`src/rtl/square_motion.sv`:
```
// Pong square motion: integrates pixel/s velocities into position, bounces off walls,
// reports paddle hits and misses, and re-serves. Optional SQUARE_AIM_EN steers dir_y on paddle hits.
module square_motion #(
    parameter int unsigned CLK_HZ       = 25175000,
    parameter int unsigned VEL_WIDTH    = 10,
    parameter int unsigned H_RES        = 640,
    parameter int unsigned V_RES        = 480,
    parameter int unsigned SQ_SIZE      = 16,
    parameter int unsigned PDL_W        = 16,
    parameter int unsigned PDL_H        = 96,
    parameter int unsigned PDL_L_X      = 16,
    parameter int unsigned PDL_R_X      = 608,
    parameter int unsigned SERVE_CYCLES = 25175000
) (
    input  logic                 clk_0,
    input  logic                 rst,
    input  logic [VEL_WIDTH-1:0] sq_xvel,
    input  logic [VEL_WIDTH-1:0] sq_yvel,
    input  logic [8:0]           pdl_l_y,
    input  logic [8:0]           pdl_r_y,
    input  logic                 game_startup,
    input  logic                 game_over,
    output logic [9:0]           sq_x,
    output logic [8:0]           sq_y,
    output logic                 paddle_hit,
    output logic [6:0]           hit_y,
    output logic                 sq_missed,
    output logic                 miss_left
);

    localparam int unsigned ACC_W = $clog2(CLK_HZ + 2**VEL_WIDTH);
    localparam int unsigned CNT_W = $clog2(SERVE_CYCLES + 1);

    localparam logic [9:0]       X_MAX    = 10'(H_RES - SQ_SIZE);
    localparam logic [9:0]       X_CTR    = 10'((H_RES - SQ_SIZE) / 2);
    localparam logic [8:0]       Y_MAX    = 9'(V_RES - SQ_SIZE);
    localparam logic [8:0]       Y_CTR    = 9'((V_RES - SQ_SIZE) / 2);
    localparam logic [9:0]       X_PDL_L  = 10'(PDL_L_X + PDL_W);
    localparam logic [9:0]       X_PDL_R  = 10'(PDL_R_X - SQ_SIZE);
    localparam logic [9:0]       HALF_PDL = 10'(PDL_H / 2);
    localparam logic [ACC_W-1:0] ACC_TOP  = ACC_W'(CLK_HZ);
    localparam logic [CNT_W-1:0] CNT_LAST = CNT_W'(SERVE_CYCLES - 1);

    typedef enum logic [1:0] {IDLE, SERVE, PLAY} state_t;

    state_t           state, state_nxt;
    logic             dir_x, dir_x_nxt, dir_y, dir_y_nxt;
    logic [ACC_W-1:0] acc_x, acc_x_nxt, acc_y, acc_y_nxt;
    logic [CNT_W-1:0] cnt, cnt_nxt;
    logic [9:0]       sq_x_nxt;
    logic [8:0]       sq_y_nxt;
    logic             paddle_hit_nxt, sq_missed_nxt, miss_left_nxt;
    logic [6:0]       hit_y_nxt;

    logic [9:0]       y_ext, pdl_sel, diff, mag;
    logic             hit_l, hit_r, miss;
    logic [ACC_W-1:0] sum_x, sum_y;
    logic             step_x, step_y;

    // Contact, miss and accumulator-overflow detection from the registered position
    always_comb begin
        y_ext   = {1'b0, sq_y};
        hit_l   = !dir_x && (sq_x == X_PDL_L)
                  && (y_ext + 10'(SQ_SIZE) > {1'b0, pdl_l_y})
                  && (y_ext < {1'b0, pdl_l_y} + 10'(PDL_H));
        hit_r   = dir_x && (sq_x == X_PDL_R)
                  && (y_ext + 10'(SQ_SIZE) > {1'b0, pdl_r_y})
                  && (y_ext < {1'b0, pdl_r_y} + 10'(PDL_H));
        pdl_sel = hit_l ? {1'b0, pdl_l_y} : {1'b0, pdl_r_y};
        diff    = (y_ext + 10'(SQ_SIZE / 2)) - (pdl_sel + HALF_PDL);
        mag     = diff[9] ? (~diff + 10'd1) : diff;
        miss    = (!dir_x && (sq_x == 10'd0)) || (dir_x && (sq_x == X_MAX));
        sum_x   = acc_x + ACC_W'(sq_xvel);
        sum_y   = acc_y + ACC_W'(sq_yvel);
        step_x  = (sum_x >= ACC_TOP);
        step_y  = (sum_y >= ACC_TOP);
    end

    // Next-state and next-output logic
    always_comb begin
        state_nxt      = state;
        dir_x_nxt      = dir_x;
        dir_y_nxt      = dir_y;
        acc_x_nxt      = acc_x;
        acc_y_nxt      = acc_y;
        cnt_nxt        = cnt;
        sq_x_nxt       = sq_x;
        sq_y_nxt       = sq_y;
        paddle_hit_nxt = 1'b0;
        sq_missed_nxt  = 1'b0;
        hit_y_nxt      = hit_y;
        miss_left_nxt  = miss_left;

        if (game_startup || game_over) begin
            state_nxt = IDLE;
            cnt_nxt   = '0;
            acc_x_nxt = '0;
            acc_y_nxt = '0;
            sq_x_nxt  = X_CTR;
            sq_y_nxt  = Y_CTR;
        end else begin
            case (state)
                IDLE: begin
                    state_nxt = SERVE;
                    cnt_nxt   = '0;
                    acc_x_nxt = '0;
                    acc_y_nxt = '0;
                    sq_x_nxt  = X_CTR;
                    sq_y_nxt  = Y_CTR;
                end
                SERVE: begin
                    if (cnt == CNT_LAST) begin
                        state_nxt = PLAY;
                        cnt_nxt   = '0;
                    end else begin
                        cnt_nxt = cnt + CNT_W'(1);
                    end
                end
                PLAY: begin
                    if (miss) begin
                        state_nxt     = SERVE;
                        cnt_nxt       = '0;
                        sq_missed_nxt = 1'b1;
                        miss_left_nxt = !dir_x;
                        dir_x_nxt     = !dir_x;
                        acc_x_nxt     = '0;
                        acc_y_nxt     = '0;
                        sq_x_nxt      = X_CTR;
                        sq_y_nxt      = Y_CTR;
                    end else begin
                        if (!dir_y && (sq_y == 9'd0)) begin
                            dir_y_nxt = 1'b1;
                        end else if (dir_y && (sq_y == Y_MAX)) begin
                            dir_y_nxt = 1'b0;
                        end
                        // Paddle response overrides the wall bounce on the same cycle
                        if (hit_l || hit_r) begin
                            dir_x_nxt      = hit_l;
                            paddle_hit_nxt = 1'b1;
                            hit_y_nxt      = (mag > HALF_PDL) ? HALF_PDL[6:0] : mag[6:0];
`ifdef SQUARE_AIM_EN
                            dir_y_nxt      = !diff[9];
`endif
                        end
                        acc_x_nxt = step_x ? (sum_x - ACC_TOP) : sum_x;
                        acc_y_nxt = step_y ? (sum_y - ACC_TOP) : sum_y;
                        // Steps saturate at the field edges
                        if (step_x) begin
                            if (dir_x_nxt && (sq_x != X_MAX)) begin
                                sq_x_nxt = sq_x + 10'd1;
                            end else if (!dir_x_nxt && (sq_x != 10'd0)) begin
                                sq_x_nxt = sq_x - 10'd1;
                            end
                        end
                        if (step_y) begin
                            if (dir_y_nxt && (sq_y != Y_MAX)) begin
                                sq_y_nxt = sq_y + 9'd1;
                            end else if (!dir_y_nxt && (sq_y != 9'd0)) begin
                                sq_y_nxt = sq_y - 9'd1;
                            end
                        end
                    end
                end
                default: state_nxt = IDLE;
            endcase
        end
    end

    // State and output registers
    always_ff @(posedge clk_0 or posedge rst) begin
        if (rst) begin
            state      <= IDLE;
            dir_x      <= 1'b1;
            dir_y      <= 1'b1;
            acc_x      <= '0;
            acc_y      <= '0;
            cnt        <= '0;
            sq_x       <= X_CTR;
            sq_y       <= Y_CTR;
            paddle_hit <= 1'b0;
            sq_missed  <= 1'b0;
            hit_y      <= 7'd0;
            miss_left  <= 1'b0;
        end else begin
            state      <= state_nxt;
            dir_x      <= dir_x_nxt;
            dir_y      <= dir_y_nxt;
            acc_x      <= acc_x_nxt;
            acc_y      <= acc_y_nxt;
            cnt        <= cnt_nxt;
            sq_x       <= sq_x_nxt;
            sq_y       <= sq_y_nxt;
            paddle_hit <= paddle_hit_nxt;
            sq_missed  <= sq_missed_nxt;
            hit_y      <= hit_y_nxt;
            miss_left  <= miss_left_nxt;
        end
    end

endmodule

```
`config.mk`:
```
export PLATFORM = sky130hd
export DESIGN_NAME = square_motion
export DESIGN_NICKNAME = d
export VERILOG_FILES = /design/src/rtl/square_motion.sv
export SDC_FILE = /design/constraint.sdc
export NUM_CORES = 1
export LEC_CHECK = 0
export ABC_AREA = 0
export CORE_MARGIN = 5
export CORE_UTILIZATION = 45
export CTS_BUF_LIST = sky130_fd_sc_hd__clkbuf_4
export CTS_CLUSTER_DIAMETER = 150
export CTS_CLUSTER_SIZE = 28
export DETAILED_ROUTE_END_ITERATION = 10
export HOLD_SLACK_MARGIN = 0.02
export PLACE_DENSITY = 0.73
export SKIP_LAST_GASP = 1
export SYNTH_ARGS = -nofsm -noshare
export SYNTH_HDL_FRONTEND = slang
export SYNTH_SLANG_ARGS = --single-unit
export TNS_END_PERCENT = 10
```
`constraint.sdc`:
```
create_clock -name clk_0 -period 7.3 [get_ports clk_0]
set_clock_uncertainty 0.2 [all_clocks]
set_input_delay 1.095 -clock clk_0 [delete_from_list [all_inputs] [get_ports clk_0]]
set_output_delay 1.095 -clock clk_0 [all_outputs]
set_load 0.02 [all_outputs]
```
Word-level counts from Yosys, hierarchy flattened. Cells that the tools add are included.

Register bits: 108. Output and inout port bits: 29. Bits of input ports: 42.

Reductions and logical operators: 36. Eq/ne operators: 15. Bitwise gates (word level): 3. $add $sub $neg: 16. Muxes and demuxes: 48. Order comparisons: 7.

Operators with widths (count): $mux 25 (9); $pmux 25 s2 (2); $pmux 25 s3 (1); $mux 10 (6); $mux 9 (6); $add 25x10->25 (2); $ge 25x25->1 const B (2); $sub 25x25->25 const B (2); $add 25x1->25 const B (1); $eq 25x25->1 const B (1); $add 10x1->10 const B (2); $add 9x7->10 const B (2); $eq 10x10->1 const B (2); $gt 10x9->1 (2); $lt 9x10->1 (2); $pmux 10 s2 (1); $pmux 9 s2 (1); $mux 1 (17); $logic_and 1x1->1 (14); $reduce_and 3->1 (4); $add 9x4->10 const B (1); $add 9x5->10 const B (1); $add 9x6->10 const B (1); $eq 10x6->1 const B (1); 29 further kinds (42).

Depth between registers and ports, before layout. Gate-level depths: netlist of the first run.

Word-level depth: 17. Gate-level depth with buffers: 26. Depth with buffers taken out: 26.

Worst setup path after synthesis of the first run. No wires, ideal clock.

Kind: input -> register. From: input pdl_l_y[1]. To: register hit_y[2]. Path buffers: 0. Stages on the path: 25. Data required time: 6.959 ns. Library setup time: 0.141 ns. Setup slack: 0.877 ns. Data arrival time: 6.082 ns. Cells stage by stage: inv_1 ha_1 nor2b_1 o21ai_0 nand2b_1 a21oi_1 o2111a_1 or4_1 nor2_1 inv_1 a21oi_1 ha_1 ha_1 fa_1 a21o_1 a21oi_1 nor2b_1 o21a_1 o41ai_1 xor2_1 o21ai_0 xor2_1 o311a_1 o311ai_1 o21ai_0.

Word-level cells in the longest chain between the ends: 11.

RTL lines: from (decl) (RTL line 19) `input logic [8:0] pdl_l_y,`; $add 9x7->10 / $gt 10x9->1 (equally long branches) (RTL line 65, 64); $lt 9x10->1 / $logic_and 1x1->1 (equally long branches) (RTL line 65, 64); $logic_and 1x1->1 (RTL line 65) `&& (y_ext < {1'b0, pdl_l_y} + 10'(PDL_H));`; $mux 9 (RTL line 69) `pdl_sel = hit_l ? {1'b0, pdl_l_y} : {1'b0, pdl_r_y};`; $add 9x6->10 (RTL line 70) `diff = (y_ext + 10'(SQ_SIZE / 2)) - (pdl_sel + HALF_PDL);`; $sub 10x10->10 (RTL line 70); $not 10->10 (RTL line 71) `mag = diff[9] ? (~diff + 10'd1) : diff;`; $add 10x1->10 (RTL line 71); $mux 10 (RTL line 71); $gt 10x6->1 (RTL line 140) `hit_y_nxt = (mag > HALF_PDL) ? HALF_PDL[6:0] : mag[6:0];`; $mux 7 (RTL line 140); to (signal assigned) (RTL line 195) `hit_y <= hit_y_nxt;`; to (decl) (RTL line 26) `output logic [6:0] hit_y,`.

Parallel ways exist; a longest one is shown, timed or not. A chain may end at the register's enable or synchronous reset.

Worst setup path in the final report of the first run. Ends and elaborated chain as after synthesis.

==> flow_summary_export.csv, run 1 <==
group,metric,value,unit
status,status,"completed",
clocking,clk_pin_slew,0.18,ns
yosys,syn_area_per_cell,8.29,um^2
clocking,clk_latency,0.50,ns
timing,fin_ws,0.554,ns
drt,wl_per_cell,15.7,um
yosys,yosys_warnings,0,
setup_path,worstPathRequired,7.50,ns
worst_hold_path,hp-start,"hit_y[2]$_DFFE_PP0P_",
yosys,seq_area_frac_synth,0.275,
clocking,root_buffer,"clkbuf_4",
layout,drive_above_1_share,0.0638,
yosys,async_flop_share,1.00,
setup_path,cp.arrival,6.95,ns
power_and_ir_drop,ir_drop,0.0000658,V
clocking,cts_tree,"yes",
layout,nNetsFinal,1384,
placement,globalplace.congestion,0.927,
die,rows,54,
setup_path,startpoint_type,"primary input",
yosys,yosys.area.top_type_share,0.248,
global_route,grt.overflow.total,0,
timing,max_freq,0.148,GHz
die,start_util,0.455,
setup_path,crit_start,"pdl_l_y[1]",
yosys,syn_nets,1329,
worst_hold_path,hold_class,"reg2reg",
timing,fin_crit_sh,0.924,
layout,seq_area,0.00272,mm^2
die,die_w,158,um
layout,fin_util,0.504,
clocking,cts_hold_buf,0,
flow_run,drv_cap,0,
die,die_y,158,um
clocking,cts_resized,0,
setup_path,reg2reg_from,"sq_y[4]$_DFFE_PP0P_",
global_route,grt_start_max_net_pins,65,
die,ios,71,
placement,pre_cts_ws,0.0396,ns
drt,viasPerCell,5.85,
yosys,synth_area,0.00989,mm^2
yosys,synth_ff_type,"dfrtp_1",
setup_path,crit_fanout,7,
timing,setup_viol,0,
power_and_ir_drop,p_leak,0.00460,uW
layout,fillCellCount,2108,
setup_path,critPathMaxStageDelay,0.52,ns
global_route,grt_first_pass_wirelength,40.8,mm
clocking,cts_made_buffers,9,
setup_path,cp_slowest_cell,"or4_1",
clocking,htree_num_levels,3,
global_route,grt_pass1_vias,8590,
drt,routed_wl,24.1,mm
timing,slew_viol_final,0,
placement,io_buffers,70,
yosys,synth_cells,1193,
clocking,cts.path.max_buffers,2,
setup_path,path_class,"in2reg",
timing,max_slew_margin,0.453,
die,die_area,0.0250,mm^2
power_and_ir_drop,power_density,96.2,mW/mm^2
yosys,synth_area_leader_cell,"dfrtp_1",
clocking,post_cts_buffers,0,
drt,drcViolationCount,0,
yosys,yosys.cell_count.top_type,"nand2_1",
timing,hold_viol,0,
timing,grt_setup_unrepaired,"no",
yosys,synth_top_cells_by_area,"dfrtp_1 25%, ha_1 11%, xnor2_1 5.8%",
die,core,0.0218,mm^2
yosys,ys_top_cells_by_count,"130 x nand2_1, 98 x dfrtp_1, 89 x ha_1",
placement,dpl_cell_area,0.0109,mm^2
drt,drt_iter0_drc,620,
yosys,synth-edff-count,0,
yosys,ys_types,91,
timing,period_minus_slack,6.75,ns
drt,antenna_left,0,
layout,multi_input_comb_area,0.00676,mm^2
layout,stdcell_area,0.0110,mm^2
clocking,clkSinkCount,108,
drt,route.vias.total,8975,
drt,drt_first_pass_iters,5,
setup_path,end_kind,"register",
timing,worst_pin_slew,0.820,ns
global_route,antenna_found_initial,1,
placement,place.detailed.hpwl,18.1,mm
global_route,grtUsageTotal,0.195,
yosys,synth-seq-cells,108,
timing,tns,0,ns
layout,area_delta_synth_final,11.0,%
-- path summary, 6_finish.rpt --
kind / to / slack (ns) / depth (start not counted)
max in group asynchronous: acc_y[13]$_DFFE_PP0P_ / 4.84 / 3
setup / recovery: hit_y[2]$_DFFE_PP0P_ / 0.55 / 26
setup reg to reg: hit_y[2]$_DFFE_PP0P_ / 0.70 / 25
hold / removal: hit_y[2]$_DFFE_PP0P_ / 0.30 / 2
hold reg to reg: hit_y[2]$_DFFE_PP0P_ / 0.30 / 2
min in group asynchronous: acc_x[3]$_DFFE_PP0P_ / 0.80 / 2
-- critical path, delay by kind of cell --
| kind | cells | cell delay, ns |
|---|---|---|
| compound gates | 12 | 2.46 |
| buf+inv | 3 | 0.63 |
| fa+ha+maj | 4 | 1.18 |
| simple gates | 5 | 0.93 |
| xor+xnor | 2 | 0.65 |
-- cells in the final DEF (no fill, tap or decap), types with 8 or more instances in the layout --
cell	synthesis	routed
o21ai_0	85	85
a21o_1	18	18
dfrtp_1	98	98
nor4_1	8	8
xnor2_1	65	65
nor2b_1	10	10
o21a_1	9	9
clkbuf_4	0	9
or3_1	11	11
nand3_1	51	50
nand2b_1	10	10
nor2_1	86	86
and2_1	12	11
xor2_1	47	47
nand2_1	130	130
o31ai_1	9	9
o21bai_1	11	11
ha_1	89	89
clkdlybuf4s50_1	0	70
a21oi_1	74	73
inv_1	70	69
and3_1	18	18
a22oi_1	9	9
dfstp_2	10	10
nand4_1	22	22
buf_4	3	8
nor3_1	30	30
or4_1	8	8
a31oi_1	14	14
-- per-stage QoR --
step	power, uW	hold WS (ns)	std cells
2_1_floorplan	723	0.254	1193
4_1_cts	1070	0.308	1533
3_3_place_gp	773	0.264	1517
6_report	1060	0.298	1535
5_1_grt	1120	0.328	1535
3_5_place_dp	778	0.269	1517
-- power by group --
| part | internal, uW | switching (uW) |
|---|---|---|
| Combinational | 71.2 | 96.8 |
| Sequential | 600 | 0.480 |
| Clock | 71.0 | 217 |
| Total | 742 | 314 |
-- per-layer routing --
| metal | wire, um | GRT usage | part of all wire | vias up |
|---|---|---|---|---|
| met5 | 0 | 0 | 0 | - |
| met4 | 445 | 0.0508 | 0.018 | 0 |
| met3 | 1200 | 0.0364 | 0.050 | 34 |
| met2 | 11500 | 0.332 | 0.48 | 200 |
| met1 | 10900 | 0.257 | 0.45 | 4293 |
| li1 | - | - | - | 4448 |
-- layout make-up --
type                       instances  share of cell area
timing repair buffer              78              0.0693
multi-input combinational        980               0.616
tap                              280              0.0319
clock inverter                     7             0.00456
clock buffer                       9             0.00616
sequential                       108               0.247
antenna                            2            0.000456
inverter                          71              0.0245
-- sequential cells by signal (all words and copies together), names as in the netlist, 2 cells and up --
register,count
hit_y,7
acc_y,25
acc_x,25
cnt,25
sq_x,10
state,2
sq_y,9
-- cells by family (layout without fill, tap and decap cells) --
family / after synthesis / after routing / synth area share
AO/OA/AOI/OAI: 329 / 329 / 0.229
XOR/XNOR: 112 / 112 / 0.0992
adder cells (fa/ha/maj): 94 / 94 / 0.123
buffers and inverters: 105 / 165 / 0.0440
flip-flops: 108 / 108 / 0.275
multiplexers: 10 / 10 / 0.0105
other: 0 / 2 / 0
AND/OR/NAND/NOR: 435 / 435 / 0.220
No activity file was read; power rests on OpenSTA's default activity.
==> run 2, diff against run 1 <==
--- a/config.mk
+++ b/config.mk
@@ -6,7 +6,6 @@
 export NUM_CORES = 1
 export LEC_CHECK = 0
 export ABC_AREA = 0
-export CORE_MARGIN = 5
 export CORE_UTILIZATION = 45
 export CTS_BUF_LIST = sky130_fd_sc_hd__clkbuf_4
 export CTS_CLUSTER_DIAMETER = 150
@@ -14,6 +13,7 @@
 export DETAILED_ROUTE_END_ITERATION = 10
 export HOLD_SLACK_MARGIN = 0.02
 export PLACE_DENSITY = 0.73
+export SKIP_CTS_REPAIR_TIMING = 1
 export SKIP_LAST_GASP = 1
 export SYNTH_ARGS = -nofsm -noshare
 export SYNTH_HDL_FRONTEND = slang
==> run 2 against run 1 <==
  * Largest cell class unchanged
  * Count of clock-buffer cells in the layout unchanged
  * Fmax decreased by 0.82%
  * Routed wire length shrank 1.3%
  * Worst hold slack improved by 0.011 ns
  * Cell count down 0.39%
==> flow_summary_export.csv, run 2 (same netlist as run 1, synthesis figures left out) <==
group,metric,value,unit
flow_run,drv_cap,0,
die,core,0.0213,mm^2
global_route,antenna_found_initial,1,
power_and_ir_drop,ir_drop,0.0000677,V
clocking,htree_num_levels,3,
timing,period_minus_slack,6.80,ns
drt,antenna_left,0,
timing,fin_ws,0.498,ns
setup_path,worstPathRequired,7.47,ns
setup_path,crit_start,"pdl_l_y[5]",
worst_hold_path,whs_path_depth,2,
placement,place.detailed.hpwl,17.9,mm
global_route,grt_util_met3,0.0291,
global_route,met2_usage,0.363,
setup_path,startpoint_type,"primary input",
clocking,cts.path.max_buffers,2,
setup_path,path_class,"in2reg",
drt,drt_first_pass_iters,5,
power_and_ir_drop,p_total,1130,uW
clocking,clk_pin_slew,0.17,ns
setup_path,end_kind,"register",
placement,dp_cells,1512,
layout,drive_above_1_share,0.0638,
timing,max_slew_margin,0.374,
die,rows,53,
timing,hold_slack,0.309,ns
layout,nNetsFinal,1384,
timing,grt_setup_unrepaired,"no",
clocking,cts_tree,"yes",
drt,route.vias.total,8854,
drt,drcViolationCount,0,
status,status,"completed",
global_route,met1_usage,0.302,
clocking,clk_latency,0.50,ns
layout,layout_commonest_cell,"nand2_1",
placement,globalplace.congestion,0.894,
timing,setup_viol,0,
die,ios,71,
timing,max_freq,0.147,GHz
placement,pre_cts_ws,0.0393,ns
timing,slew_viol_final,0,
power_and_ir_drop,p_leak,0.00463,uW
clocking,clkSinkCount,108,
timing,worst_pin_slew,0.938,ns
drt,routed_wl,23.8,mm
timing,hold_viol,0,
layout,final_cell_mix,"130 x nand2_1, 98 x dfrtp_1, 89 x ha_1, 86 x nor2_1, 85 x o21ai_0",
global_route,grt_first_pass_wirelength,40.4,mm
global_route,grt_start_max_net_pins,76,
setup_path,cp.arrival,6.98,ns
worst_hold_path,hold_class,"reg2reg",
drt,wl_per_cell,15.6,um
global_route,grtUsageTotal,0.219,
setup_path,cp_common_cell,"ha_1",
clocking,cts_made_buffers,9,
worst_hold_path,hp-start,"acc_x[7]$_DFFE_PP0P_",
layout,seq_area,0.00272,mm^2
layout,instances_no_fill,1529,
die,start_util,0.465,
setup_path,cp_slowest_cell,"clkdlybuf4s50_1",
layout,fillCellCount,1958,
setup_path,crit_fanout,12,
die,die_area,0.0226,mm^2
placement,io_buffers,70,
setup_path,reg2reg_from,"sq_y[4]$_DFFE_PP0P_",
layout,multi_input_comb_area,0.00676,mm^2
die,die_y,150,um
global_route,grt.overflow.total,0,
timing,fin_crit_sh,0.932,
clocking,root_buffer,"clkbuf_4",
layout,area_delta_synth_final,11.3,%
layout,top_regs,"acc_x: 25 flops, acc_y: 25 flops, cnt: 25 flops",
drt,drt_iter0_drc,564,
power_and_ir_drop,power_density,102,mW/mm^2
die,die_w,150,um
setup_path,r2r_cells,26,
setup_path,critPathMaxStageDelay,0.50,ns
global_route,grt_pass1_vias,8436,
global_route,grt_busiest_layer,"met2",
drt,viasPerCell,5.79,
timing,tns,0,ns
## run 2: critical path, delay by kind of cell
| family | cells | cell delay [ns] |
|---|---|---|
| XOR/XNOR | 3 | 0.79 |
| multiplexers | 1 | 0.17 |
| adder cells (fa/ha/maj) | 5 | 1.15 |
| AND/OR/NAND/NOR | 4 | 0.74 |
| buffers and inverters | 4 | 0.85 |
| AO/OA/AOI/OAI | 9 | 2.21 |
## run 2: cell type report
class / instances / share of cell area
Antenna cell: 1 / 0.000227
Clock buffer: 9 / 0.00613
Clock inverter: 7 / 0.00875
Inverter: 71 / 0.0244
Multi-Input combinational cell: 980 / 0.614
Sequential cell: 108 / 0.247
Tap cell: 275 / 0.0312
Timing Repair Buffer: 78 / 0.0691
## run 2: stage by stage
step / area [um^2] / utilization
after CTS: 11000 / 0.517
after floorplan: 9890 / -
after global routing: 11000 / 0.517
after detailed placement: 10800 / 0.510
after global placement: 10800 / 0.510
final: 11000 / 0.517
## run 2: final timing paths
kind / to / slack (ns)
setup reg to reg: hit_y[2]$_DFFE_PP0P_ / 0.69
hold reg to reg: acc_x[7]$_DFFE_PP0P_ / 0.31
setup / recovery: hit_y[2]$_DFFE_PP0P_ / 0.50
min in group asynchronous: cnt[11]$_DFFE_PP0P_ / 0.73
max in group asynchronous: acc_y[20]$_DFFE_PP0P_ / 4.87
hold / removal: acc_x[7]$_DFFE_PP0P_ / 0.31
## run 2: report_power, final
part           total [uW]  leakage (uW)  switching (uW)  internal (uW)
combinational         166       0.00306            95.3           71.0
sequential            600       0.00147           0.518            600
clock                 360     0.0000907             219            141
## run 2: routing by layer
layer	vias up	part of all wire
li1	4441	-
met1	4225	0.48
met2	161	0.47
met3	27	0.032
met4	0	0.015
met5	-	0
==> run 3, diff against run 2 <==
==> constraint.sdc (replaced) <==
create_clock -name clk_0 -period 8 [get_ports clk_0]
set_clock_uncertainty 0.2 [all_clocks]
set_input_delay 1.2 -clock clk_0 [delete_from_list [all_inputs] [get_ports clk_0]]
set_output_delay 1.2 -clock clk_0 [all_outputs]
set_load 0.02 [all_outputs]
==> run 3 against run 2 <==
  * Routed wire length is 1.1% higher
  * Core utilization hardly changed
  * Count of clock-buffer cells in the layout is 2 higher
  * Power is 8.7% lower
  * Non-clock buffer count stayed put
  * Sequential share of layout area hardly changed
  * Clock power is 8.9% lower
  * Combinational power is 8% lower
  * Register-to-register slack better by 0.33 ns
  * First-iteration DRC count is 0.53% lower
  * Global-route usage is 0.17 points higher
  * Highest routed layer unchanged
==> flow_summary_export.csv, run 3 (same netlist as run 1, synthesis figures left out) <==
group,metric,value,unit
status,status,"completed",
power_and_ir_drop,power_density,93.3,mW/mm^2
placement,globalplace.congestion,0.904,
layout,top_regs,"acc_x: 25 flops, acc_y: 25 flops, cnt: 25 flops",
power_and_ir_drop,p_leak,0.00463,uW
global_route,grtUsageTotal,0.221,
power_and_ir_drop,p_total,1030,uW
setup_path,end_kind,"register",
die,ios,71,
timing,period_minus_slack,7.13,ns
clocking,root_buffer,"clkbuf_4",
die,die_w,150,um
setup_path,cp.arrival,7.30,ns
layout,drive_above_1_share,0.0638,
drt,drcViolationCount,0,
die,die_area,0.0226,mm^2
clocking,htree_num_levels,3,
timing,setup_viol,0,
setup_path,crit_fanout,10,
power_and_ir_drop,ir_drop,0.0000796,V
drt,wl_per_cell,15.7,um
global_route,antenna_found_initial,1,
drt,drt_iter0_drc,561,
flow_run,drv_cap,0,
setup_path,startpoint_type,"primary input",
die,rows,53,
die,core,0.0213,mm^2
drt,drt_first_pass_iters,5,
layout,layout_commonest_cell,"nand2_1",
setup_path,cp_slowest_cell,"xor2_1",
global_route,grt_start_max_net_pins,81,
setup_path,path_class,"in2reg",
clocking,clk_latency,0.49,ns
drt,antenna_left,0,
layout,nNetsFinal,1384,
drt,viasPerCell,5.86,
placement,place.detailed.hpwl,17.8,mm
timing,max_slew_margin,0.326,
global_route,grt_pass1_vias,8484,
setup_path,cp.buffers_inverters,3,
timing,tns,0,ns
worst_hold_path,hold_class,"reg2reg",
global_route,grt.overflow.total,0,
die,start_util,0.465,
timing,hold_viol,0,
setup_path,worstPathRequired,8.18,ns
global_route,grt_first_pass_wirelength,40.5,mm
timing,worst_pin_slew,1.01,ns
clocking,clkSinkCount,108,
clocking,cts_tree,"yes",
clocking,cts_made_buffers,9,
clocking,cts.path.max_buffers,2,
layout,fillCellCount,2025,
clocking,clk_pin_slew,0.17,ns
placement,io_buffers,70,
setup_path,cp_common_cell,"ha_1",
timing,max_freq,0.140,GHz
setup_path,path_delay_family,"compound AO/OA/AOI/OAI gates",
layout,final_cell_mix,"130 x nand2_1, 98 x dfrtp_1, 89 x ha_1, 86 x nor2_1, 85 x o21ai_0",
timing,fin_crit_sh,0.891,
drt,routed_wl,24.1,mm
timing,grt_setup_unrepaired,"no",
setup_path,critPathMaxStageDelay,0.58,ns
drt,route.vias.total,8964,
layout,area_delta_synth_final,11.4,%
die,die_y,150,um
timing,slew_viol_final,0,
## run 3: changes by cell type in the layout (fill, tap and decap cells not counted)
cell,change
clkbuf_4,+2
clkinv_2,-1
clkinv_4,-1
## run 3: final cells by class
cell class | count | area, um^2 | share of cell area
Timing Repair Buffer | 78 | 761 | 0.0691
Sequential cell | 108 | 2720 | 0.247
Inverter | 71 | 269 | 0.0244
Clock buffer | 11 | 82.6 | 0.00750
Antenna cell | 1 | 2.50 | 0.000227
Tap cell | 275 | 344 | 0.0312
Clock inverter | 5 | 82.6 | 0.00750
Multi-Input combinational cell | 980 | 6760 | 0.614
## run 3: stage by stage
step / instance area [um^2] / hold slack, ns / cells / utilization / setup WS [ns]
floorplan: 9890 / 0.254 / 1193 / - / 1.47
global placement: 10800 / 0.270 / 1512 / 0.510 / 0.644
detailed placement: 10800 / 0.272 / 1512 / 0.510 / 0.477
CTS: 11000 / 0.308 / 1528 / 0.517 / 0.999
global route: 11000 / 0.335 / 1529 / 0.517 / 0.495
finish: 11000 / 0.308 / 1529 / 0.517 / 0.873
## run 3: path summary, 6_finish.rpt
| kind | start | end | slack [ns] | depth (start not counted) |
|---|---|---|---|---|
| max | pdl_l_y[5] | hit_y[2]$_DFFE_PP0P_ | 0.87 | 25 |
| min | acc_x[9]$_DFFE_PP0P_ | acc_x[9]$_DFFE_PP0P_ | 0.31 | 2 |
| max reg2reg | sq_y[4]$_DFFE_PP0P_ | hit_y[2]$_DFFE_PP0P_ | 1.02 | 25 |
| min reg2reg | acc_x[9]$_DFFE_PP0P_ | acc_x[9]$_DFFE_PP0P_ | 0.31 | 2 |
| max in group asynchronous | rst | acc_y[21]$_DFFE_PP0P_ | 5.44 | 3 |
| min in group asynchronous | rst | cnt[8]$_DFFE_PP0P_ | 0.81 | 2 |
## run 3: layer usage
metal,track usage,vias to the layer above,part of all wire
met4,0.0697,0,0.015
li1,-,4442,-
met3,0.0285,28,0.033
met1,0.301,4316,0.48
met5,0,-,0
met2,0.363,178,0.47
## run 3: worst reg2reg max path, delay by kind of cell (launching register included)
kind	cells	cell delay (ns)
AO/OA/AOI/OAI	12	2.43
XOR/XNOR	2	0.81
adder cells (fa/ha/maj)	5	1.60
buffers and inverters	2	0.36
flip-flops	1	0.63
AND/OR/NAND/NOR	4	0.84
## run 3: power by group
group	internal [uW]	switching [uW]
combinational	64.2	88.4
sequential	547	0.448
clock	136	192
